[config.mk]
export PLATFORM = sky130hd
export DESIGN_NAME = pc_seq_ctrl
export DESIGN_NICKNAME = d
export VERILOG_FILES = /design/src/rtl/pc_seq_ctrl.sv
export SDC_FILE = /design/constraint.sdc
export NUM_CORES = 1
export LEC_CHECK = 0
export ABC_AREA = 1
export CAP_MARGIN = 20
export CORE_ASPECT_RATIO = 0.75
export CORE_MARGIN = 8
export CORE_UTILIZATION = 35
export DETAILED_ROUTE_END_ITERATION = 10
export PLACE_DENSITY_LB_ADDON = 0.25
export SYNTH_ARGS = -nofsm -noshare
export SYNTH_HDL_FRONTEND = slang
export SYNTH_SLANG_ARGS = --single-unit
[constraint.sdc]
create_clock -name clk -period 1.71 [get_ports clk]
set_clock_uncertainty 0.1 [all_clocks]
set_input_delay 0.342 -clock clk [delete_from_list [all_inputs] [get_ports clk]]
set_output_delay 0.342 -clock clk [all_outputs]
set_load 0.01 [all_outputs]
[src/rtl/pc_seq_ctrl.sv]
// PC sequencing and hazard controller for the fetch stage: next-PC select, load-use stall,
// branch hold/resolve, jump redirect and halt. Optional perf counters under PC_SEQ_PERF_EN.
module pc_seq_ctrl #(
    parameter int BR_LAT = 1,
    parameter int CNT_W  = 4
) (
    input  logic       clk,
    input  logic       reset,
    input  logic       id_branch,
    input  logic       id_jump,
    input  logic [4:0] id_rs,
    input  logic [4:0] id_rt,
    input  logic       ex_memread,
    input  logic [4:0] ex_rt,
    input  logic       ex_zero,
    input  logic       halt_req,
    output logic       pc_we,
    output logic [1:0] pc_src,
    output logic       if_id_we,
    output logic       if_id_flush,
    output logic       id_ex_bubble,
    output logic [1:0] state
`ifdef PC_SEQ_PERF_EN
    ,
    output logic [31:0] perf_stall,
    output logic [31:0] perf_flush
`endif
);

    typedef enum logic [1:0] {
        ST_RUN     = 2'b00,
        ST_BR_WAIT = 2'b01,
        ST_HALT    = 2'b10
    } state_e;

    localparam logic [1:0] SRC_PC1  = 2'b00;
    localparam logic [1:0] SRC_BR   = 2'b01;
    localparam logic [1:0] SRC_JMP  = 2'b10;
    localparam logic [1:0] SRC_HOLD = 2'b11;

    localparam logic [CNT_W-1:0] CNT_LOAD = CNT_W'(BR_LAT - 1);

    state_e           state_q, state_d;
    logic [CNT_W-1:0] cnt_q, cnt_d;
    logic             hz;
    logic             run_now;

    assign hz = ex_memread && (ex_rt != 5'd0) && ((ex_rt == id_rs) || (ex_rt == id_rt));

    // A HALT cycle with halt_req already dropped is treated exactly like RUN.
    assign run_now = (state_q != ST_BR_WAIT) && !((state_q == ST_HALT) && halt_req);

    always_comb begin
        pc_we        = 1'b1;
        pc_src       = SRC_PC1;
        if_id_we     = 1'b1;
        if_id_flush  = 1'b0;
        id_ex_bubble = 1'b0;
        state_d      = state_q;
        cnt_d        = cnt_q;

        if (!reset) begin
            pc_we        = 1'b0;
            pc_src       = SRC_HOLD;
            if_id_we     = 1'b0;
            if_id_flush  = 1'b1;
            id_ex_bubble = 1'b1;
            state_d      = ST_RUN;
            cnt_d        = '0;
        end else if (state_q == ST_BR_WAIT) begin
            if (cnt_q != '0) begin
                pc_we        = 1'b0;
                pc_src       = SRC_HOLD;
                if_id_flush  = 1'b1;
                id_ex_bubble = 1'b1;
                cnt_d        = cnt_q - CNT_W'(1);
            end else begin
                if (ex_zero) begin
                    pc_src      = SRC_BR;
                    if_id_flush = 1'b1;
                end
                state_d = ST_RUN;
            end
        end else if (!run_now || halt_req) begin
            pc_we        = 1'b0;
            pc_src       = SRC_HOLD;
            if_id_we     = 1'b0;
            id_ex_bubble = 1'b1;
            state_d      = ST_HALT;
        end else if (hz) begin
            pc_we        = 1'b0;
            pc_src       = SRC_HOLD;
            if_id_we     = 1'b0;
            id_ex_bubble = 1'b1;
            state_d      = ST_RUN;
        end else if (id_jump) begin
            pc_src      = SRC_JMP;
            if_id_flush = 1'b1;
            state_d     = ST_RUN;
        end else if (id_branch) begin
            // PC stays at branch+1 so the not-taken path can refetch it on resolution.
            pc_we       = 1'b0;
            pc_src      = SRC_HOLD;
            if_id_flush = 1'b1;
            cnt_d       = CNT_LOAD;
            state_d     = ST_BR_WAIT;
        end else begin
            state_d = ST_RUN;
        end
    end

    always_ff @(posedge clk or negedge reset) begin
        if (!reset) begin
            state_q <= ST_RUN;
            cnt_q   <= '0;
        end else begin
            state_q <= state_d;
            cnt_q   <= cnt_d;
        end
    end

    assign state = state_q;

`ifdef PC_SEQ_PERF_EN
    logic [31:0] perf_stall_q, perf_flush_q;

    function automatic logic [31:0] sat_inc(input logic [31:0] v);
        return (v == 32'hFFFF_FFFF) ? v : v + 32'd1;
    endfunction

    always_ff @(posedge clk or negedge reset) begin
        if (!reset) begin
            perf_stall_q <= '0;
            perf_flush_q <= '0;
        end else begin
            if (!pc_we)      perf_stall_q <= sat_inc(perf_stall_q);
            if (if_id_flush) perf_flush_q <= sat_inc(perf_flush_q);
        end
    end

    assign perf_stall = perf_stall_q;
    assign perf_flush = perf_flush_q;
`endif

endmodule

==> results of run 1 <==
-- power by group through the flow --
stage               registers, mW  logic, mW  clock network, mW
floorplan                   0.150     0.0724                  0
global placement            0.148      0.172                  0
detailed placement          0.148      0.176                  0
CTS                         0.146      0.166              0.146
global route                0.146      0.204              0.161
finish                      0.146      0.185              0.137
-- logic make-up after synthesis --
kind of cell | after synthesis | share of synthesized area
flops | 6 | 0.228
simple gates | 71 | 0.510
buf+inv | 26 | 0.148
compound gates | 5 | 0.0418
xor+xnor | 4 | 0.0532
fa+ha+maj | 1 | 0.0190
-- cell usage in the layout (no fill, tap or decap), types with 3 or more instances in the layout --
master,Yosys,routed
buf_2,0,12
buf_4,0,18
buf_6,0,10
clkbuf_4,0,3
clkdlybuf4s50_1,0,6
dfrtp_1,6,6
inv_1,17,14
inv_2,8,10
nand2_1,40,35
nand2_2,5,10
nor2_1,11,9
nor2_2,3,4
nor2_4,4,5
-- critical path, cell delays in order --
cell and delay, ns:
clkdlybuf4s50_1 0.45, nor2_2 0.25, nand2_2 0.10, nand2_2 0.09, nand2_2 0.07, nor2_1 0.09
inv_1 0.04, buf_2 0.13
-- final cells by class --
type,count,area share
Sequential cell,6,0.127
Clock buffer,3,0.0191
Timing Repair Buffer,51,0.351
Inverter,26,0.0870
Tap cell,22,0.0234
Multi-Input combinational cell,81,0.392
-- state kept, by name (all words and copies together), names as in the netlist --
| signal | flops |
|---|---|
| cnt_q | 4 |
| state | 2 |
-- metrics by stage --
step,hold slack (ns),util
floorplan,-0.0536,-
global placement,0.430,0.617
detailed placement,0.454,0.617
CTS,0.329,0.629
global route,0.368,0.671
finish,0.368,0.671
-- metal layers --
metal	wire [um]	up-vias
met5	0	-
met4	21	0
met3	143	2
met2	1120	22
met1	900	388
li1	-	444
-- what timing repair did --
item	CTS	global route
endpoints found under the hold margin	0	6
gates resized for setup	87	28
hold buffers	0	1
setup buffers	6	2
pin swaps	26	21
endpoints found under the setup margin	6	7
-- how the worst max path moves through the flow --
stage / to / cells after the start / from / slack, ns
final: pc_src[1] / 8 / halt_req / -0.29
after global routing: pc_src[1] / 10 / cnt_q[0] / -0.38
after CTS: pc_src[1] / 10 / cnt_q[0] / -0.31
after detailed placement: pc_src[1] / 14 / ex_rt[3] / -0.92
after global placement: pc_src[1] / 14 / ex_rt[1] / -0.87
after floorplan: pc_src[1] / 9 / cnt_q[0] / 0.004
==> results.toml, run 1 <==
[sta]
fin_tns_setup_ns = -1.22
tightest_slew_ns = 0.276
finalCriticalPeriod_ns = 2.00
finalHoldViolCount = 0
final-setup-viol-count = 6
grt_setup_unrepaired = "yes"
final.period_utilization = 1.17
drv_slew = 0
setup_slack_ns = -0.287
max_freq_mhz = 501
max-slew-margin-rel = 0.815

[detailed_routing]
first_pass_iters = 4
vias_per_cell = 4.53
antenna_left = 0
finalWirelength_um = 2180
drt_iter0_markers = 11
vias = 856
routedWlPerCell_um = 11.5
drc_errors = 0

[critical_path]
r2r_cells = 9
worstSetupStartpointType = "input pin"
r2r_slack_ns = 0.13
critical_path_class = "in2out"
rr_startpoint = "state[0]"
arrival_ns = 1.56
crit_fanout = 3
r2r_end = "state[0]"
required_ns = 1.27
cp-end-kind = "output pin"

[finish]
insertedDiodeCount = 0
drive_gt1_frac = 0.473
syn2layout_area_growth_pct = 79.1
n_fill_cell = 147
fin_area_mm2 = 0.00118
multi_input_area_um2 = 462
register_area_um2 = 150
final_nets = 192
final-instance-count-excl-fill = 189

[grt]
grt-busiest-layer = "met2"
grt_usage = 0.130
antenna_found_initial = 0
met1_usage = 0.123
met3_usage = 0.0518
use_met2 = 0.250
grt_pass1_vias = 892
grt_max_degree = 8
grt_first_pass_wirelength_um = 3530
gr-total-overflow = 0

[power]
p_sw_frac = 0.316
power.internal_mw = 0.320
comb_power_share = 0.395
p_leak_nw = 0.651
power_density_mw_per_mm2 = 397
pwr-share-clk = 0.292
p_total_mw = 0.468
ir_worst_vdd_uv = 269
power.switching_mw = 0.148
sequentialPowerShare = 0.313

[die]
initial_core_util = 0.375
die_area_mm2 = 0.00354
num_io_pins = 30
core_mm2 = 0.00176
fp.dieH_um = 53.6
std_cell_rows = 13
die_x_um = 66.1

[hold_path]
min_path_type = "in2reg"
hold_path_end = "state[1]"
hold_depth = 3
hp-start = "reset"

[synthesis]
avgSynthCellArea_um2 = 5.82
yosysMostFrequentCell = "nand2_1"
synth-warning-count = 0
synthDistinctLibCells = 21
synth-seq-cells = 6
synth_top_cell_area_share = 0.228
synth_edf_count = 0
synthArstFlopShare = 1.00
synth.net_count = 136
ys_top_cells_by_count = "nand2_1, inv_1, nor2_1, inv_2, dfrtp_1"
syn-cell-area_um2 = 658
seq_area_frac_synth = 0.228
synth_area_leaders = "dfrtp_1, nand2_1, inv_1"
yosys.area.top_type = "dfrtp_1"
synth_cells = 113
ys.flop_type = "dfrtp_1"

[clock_tree]
insertion_delay_ns = 0.26
clockBufferDepth = 2
htreeDepth = 1
cts_tree = "yes"
cts_made_buffers = 3
clock_sinks = 6
root_buffer = "clkbuf_4"
path_clk_slew_ns = 0.05

[placed_design]
dp.cells = 178
dp_slack_ns = -0.916
numPortBuffers = 29
dpl_cell_area_mm2 = 0.00108
dp_hpwl_um = 1640
gp_congestion = 0.777

[run_status]
violations = "negative setup slack"
status = "finished with violations"

[run]
maxCapViolCount = 0
Power figures use the tool's default switching activity.
==> inputs of run 2 (changes only) <==
- CAP_MARGIN: 20 -> not set
==> results of run 2 <==
No change in the layout: final DEF, timing and power equal those of run 1.
==> inputs of run 3 (changes only) <==
- CORE_ASPECT_RATIO: 0.75 -> not set
- GPL_TIMING_DRIVEN: not set -> 0
==> run 3 against run 2 <==
Effect of this change: the run still ends with negative setup slack left; design area is 11% lower; clock-buffer cell count stayed put; sequential share of layout area is 1.6 points higher; register-to-register slack better by 0.02 ns; critical path depth is 2 higher; critical path type is now reg2out; critical endpoint unchanged; largest power group unchanged.
==> results.toml, run 3 (synthesis gave the netlist of run 1 again) <==
[hold_path]
hold_depth = 3
min_path_type = "in2reg"
hold_path_end = "state[0]"
hp-start = "reset"

[sta]
finalCriticalPeriod_ns = 1.94
tightest_slew_ns = 0.287
max-slew-margin-rel = 0.808
max_freq_mhz = 516
drv_slew = 0
grt_setup_unrepaired = "yes"
finalHoldViolCount = 0
setup_slack_ns = -0.228
final-setup-viol-count = 6
final.period_utilization = 1.13

[finish]
mostFrequentLayoutCell = "nand2_1"
largest_reg_flops = 4
syn2layout_area_growth_pct = 59.5
fin_area_mm2 = 0.00105
register_area_um2 = 150
n_fill_cell = 179
multi_input_area_um2 = 443
final_nets = 178
insertedDiodeCount = 0
most-common-layout-cells = "nand2_1, inv_1, inv_2"
top_register = "cnt_q"
drive_gt1_frac = 0.340

[die]
die_area_mm2 = 0.00352
num_io_pins = 30
initial_core_util = 0.377
std_cell_rows = 15
core_mm2 = 0.00175
die_x_um = 59.4
fp.dieH_um = 59.4

[critical_path]
slowest_delay_ns = 0.39
worstSetupStartpointType = "register"
r2r_end = "cnt_q[1]"
rr_startpoint = "cnt_q[0]"
required_ns = 1.27
r2r_slack_ns = 0.15
arrival_ns = 1.50
crit_fanout = 4
critPathSlowestCell = "dfrtp_1"
critical_path_class = "reg2out"
cp-end-kind = "output pin"
critical_path.cell_chain = "inv_2 -> ha_4 -> nand2_2 -> nor2_4 -> nor2_2 -> nor2_4 -> nand2_2 -> nor2_1 -> inv_1 -> buf_6"
r2r_cells = 10

[grt]
grt_first_pass_wirelength_um = 3000
gr-total-overflow = 0
antenna_found_initial = 0
grt_max_degree = 7
grt_usage = 0.106
grt_pass1_vias = 739

[detailed_routing]
vias_per_cell = 4.25
antenna_left = 0
finalWirelength_um = 1780
drt_iter0_markers = 4
routedWlPerCell_um = 10.0
vias = 757
first_pass_iters = 2
drc_errors = 0

[clock_tree]
insertion_delay_ns = 0.24
path_clk_slew_ns = 0.05
root_buffer = "clkbuf_4"
cts_tree = "yes"
clock_sinks = 6
htreeDepth = 1
clockBufferDepth = 2
cts_made_buffers = 3

[placed_design]
dpl_cell_area_um2 = 982
gp_congestion = 0.789
dp_slack_ns = -0.928
dp_hpwl_um = 1420
numPortBuffers = 29

[run_status]
violations = "negative setup slack"
status = "finished with violations"

[power]
p_leak_nw = 0.564
power_density_mw_per_mm2 = 410
ir_worst_vdd_uv = 238

[run]
maxCapViolCount = 0
run 3: how the worst max path moves through the flow:
stage	from	end	slack [ns]
after floorplan	cnt_q[0]	pc_src[1]	0.004
after global placement	ex_rt[0]	pc_src[1]	-0.92
after detailed placement	ex_rt[4]	pc_src[1]	-0.93
after CTS	cnt_q[0]	pc_src[1]	-0.27
after global routing	cnt_q[0]	pc_src[1]	-0.32
final	cnt_q[0]	pc_src[1]	-0.23
run 3: repair_timing:
item | in CTS | in global routing
hold endpoints to repair | 6 | 0
buffers inserted | 7 | 0
resized for setup | 68 | 6
gates cloned | 0 | 0
pin swaps | 17 | 5
setup endpoints to repair | 7 | 6
hold buffers | 1 | 0
run 3: final cells by class:
class | instances | share of cell area
Timing Repair Buffer | 37 | 0.291
Clock buffer | 3 | 0.0215
Sequential cell | 6 | 0.143
Tap cell | 25 | 0.0298
Multi-Input combinational cell | 81 | 0.422
Inverter | 26 | 0.0930
run 3: worst max-delay path, delay by kind of cell (launching register included):
family / cells / cell delay (ns)
flip-flops: 1 / 0.39
buffers and inverters: 3 / 0.24
AND/OR/NAND/NOR: 6 / 0.50
adder cells (fa/ha/maj): 1 / 0.13
run 3: metrics by stage:
| stage | total power [mW] | hold WS (ns) | util | setup TNS (ns) | cells |
|---|---|---|---|---|---|
| 6_report | 0.430 | 0.406 | 0.601 | -0.907 | 178 |
| 5_1_grt | 0.459 | 0.429 | 0.601 | -1.45 | 178 |
| 4_1_cts | 0.426 | 0.410 | 0.601 | -1.04 | 178 |
| 3_5_place_dp | 0.314 | 0.381 | 0.563 | -6.14 | 167 |
| 3_3_place_gp | 0.312 | 0.387 | 0.563 | -6.09 | 167 |
| 2_1_floorplan | 0.222 | -0.0536 | - | 0 | 113 |
run 3: where the power goes:
part	switching (mW)	total (mW)	internal [mW]	leakage, nW
clock	0.0516	0.131	0.0795	0.0138
combinational	0.0780	0.153	0.0748	0.468
sequential	0.00177	0.146	0.144	0.0825
run 3: layer usage:
layer | vias to the layer above | GRT usage | routed length [um]
met1 | 318 | 0.112 | 746
met5 | - | 0 | 0
met3 | 4 | 0.0347 | 107
met4 | 0 | 0.0546 | 34
li1 | 411 | - | -
met2 | 24 | 0.182 | 894
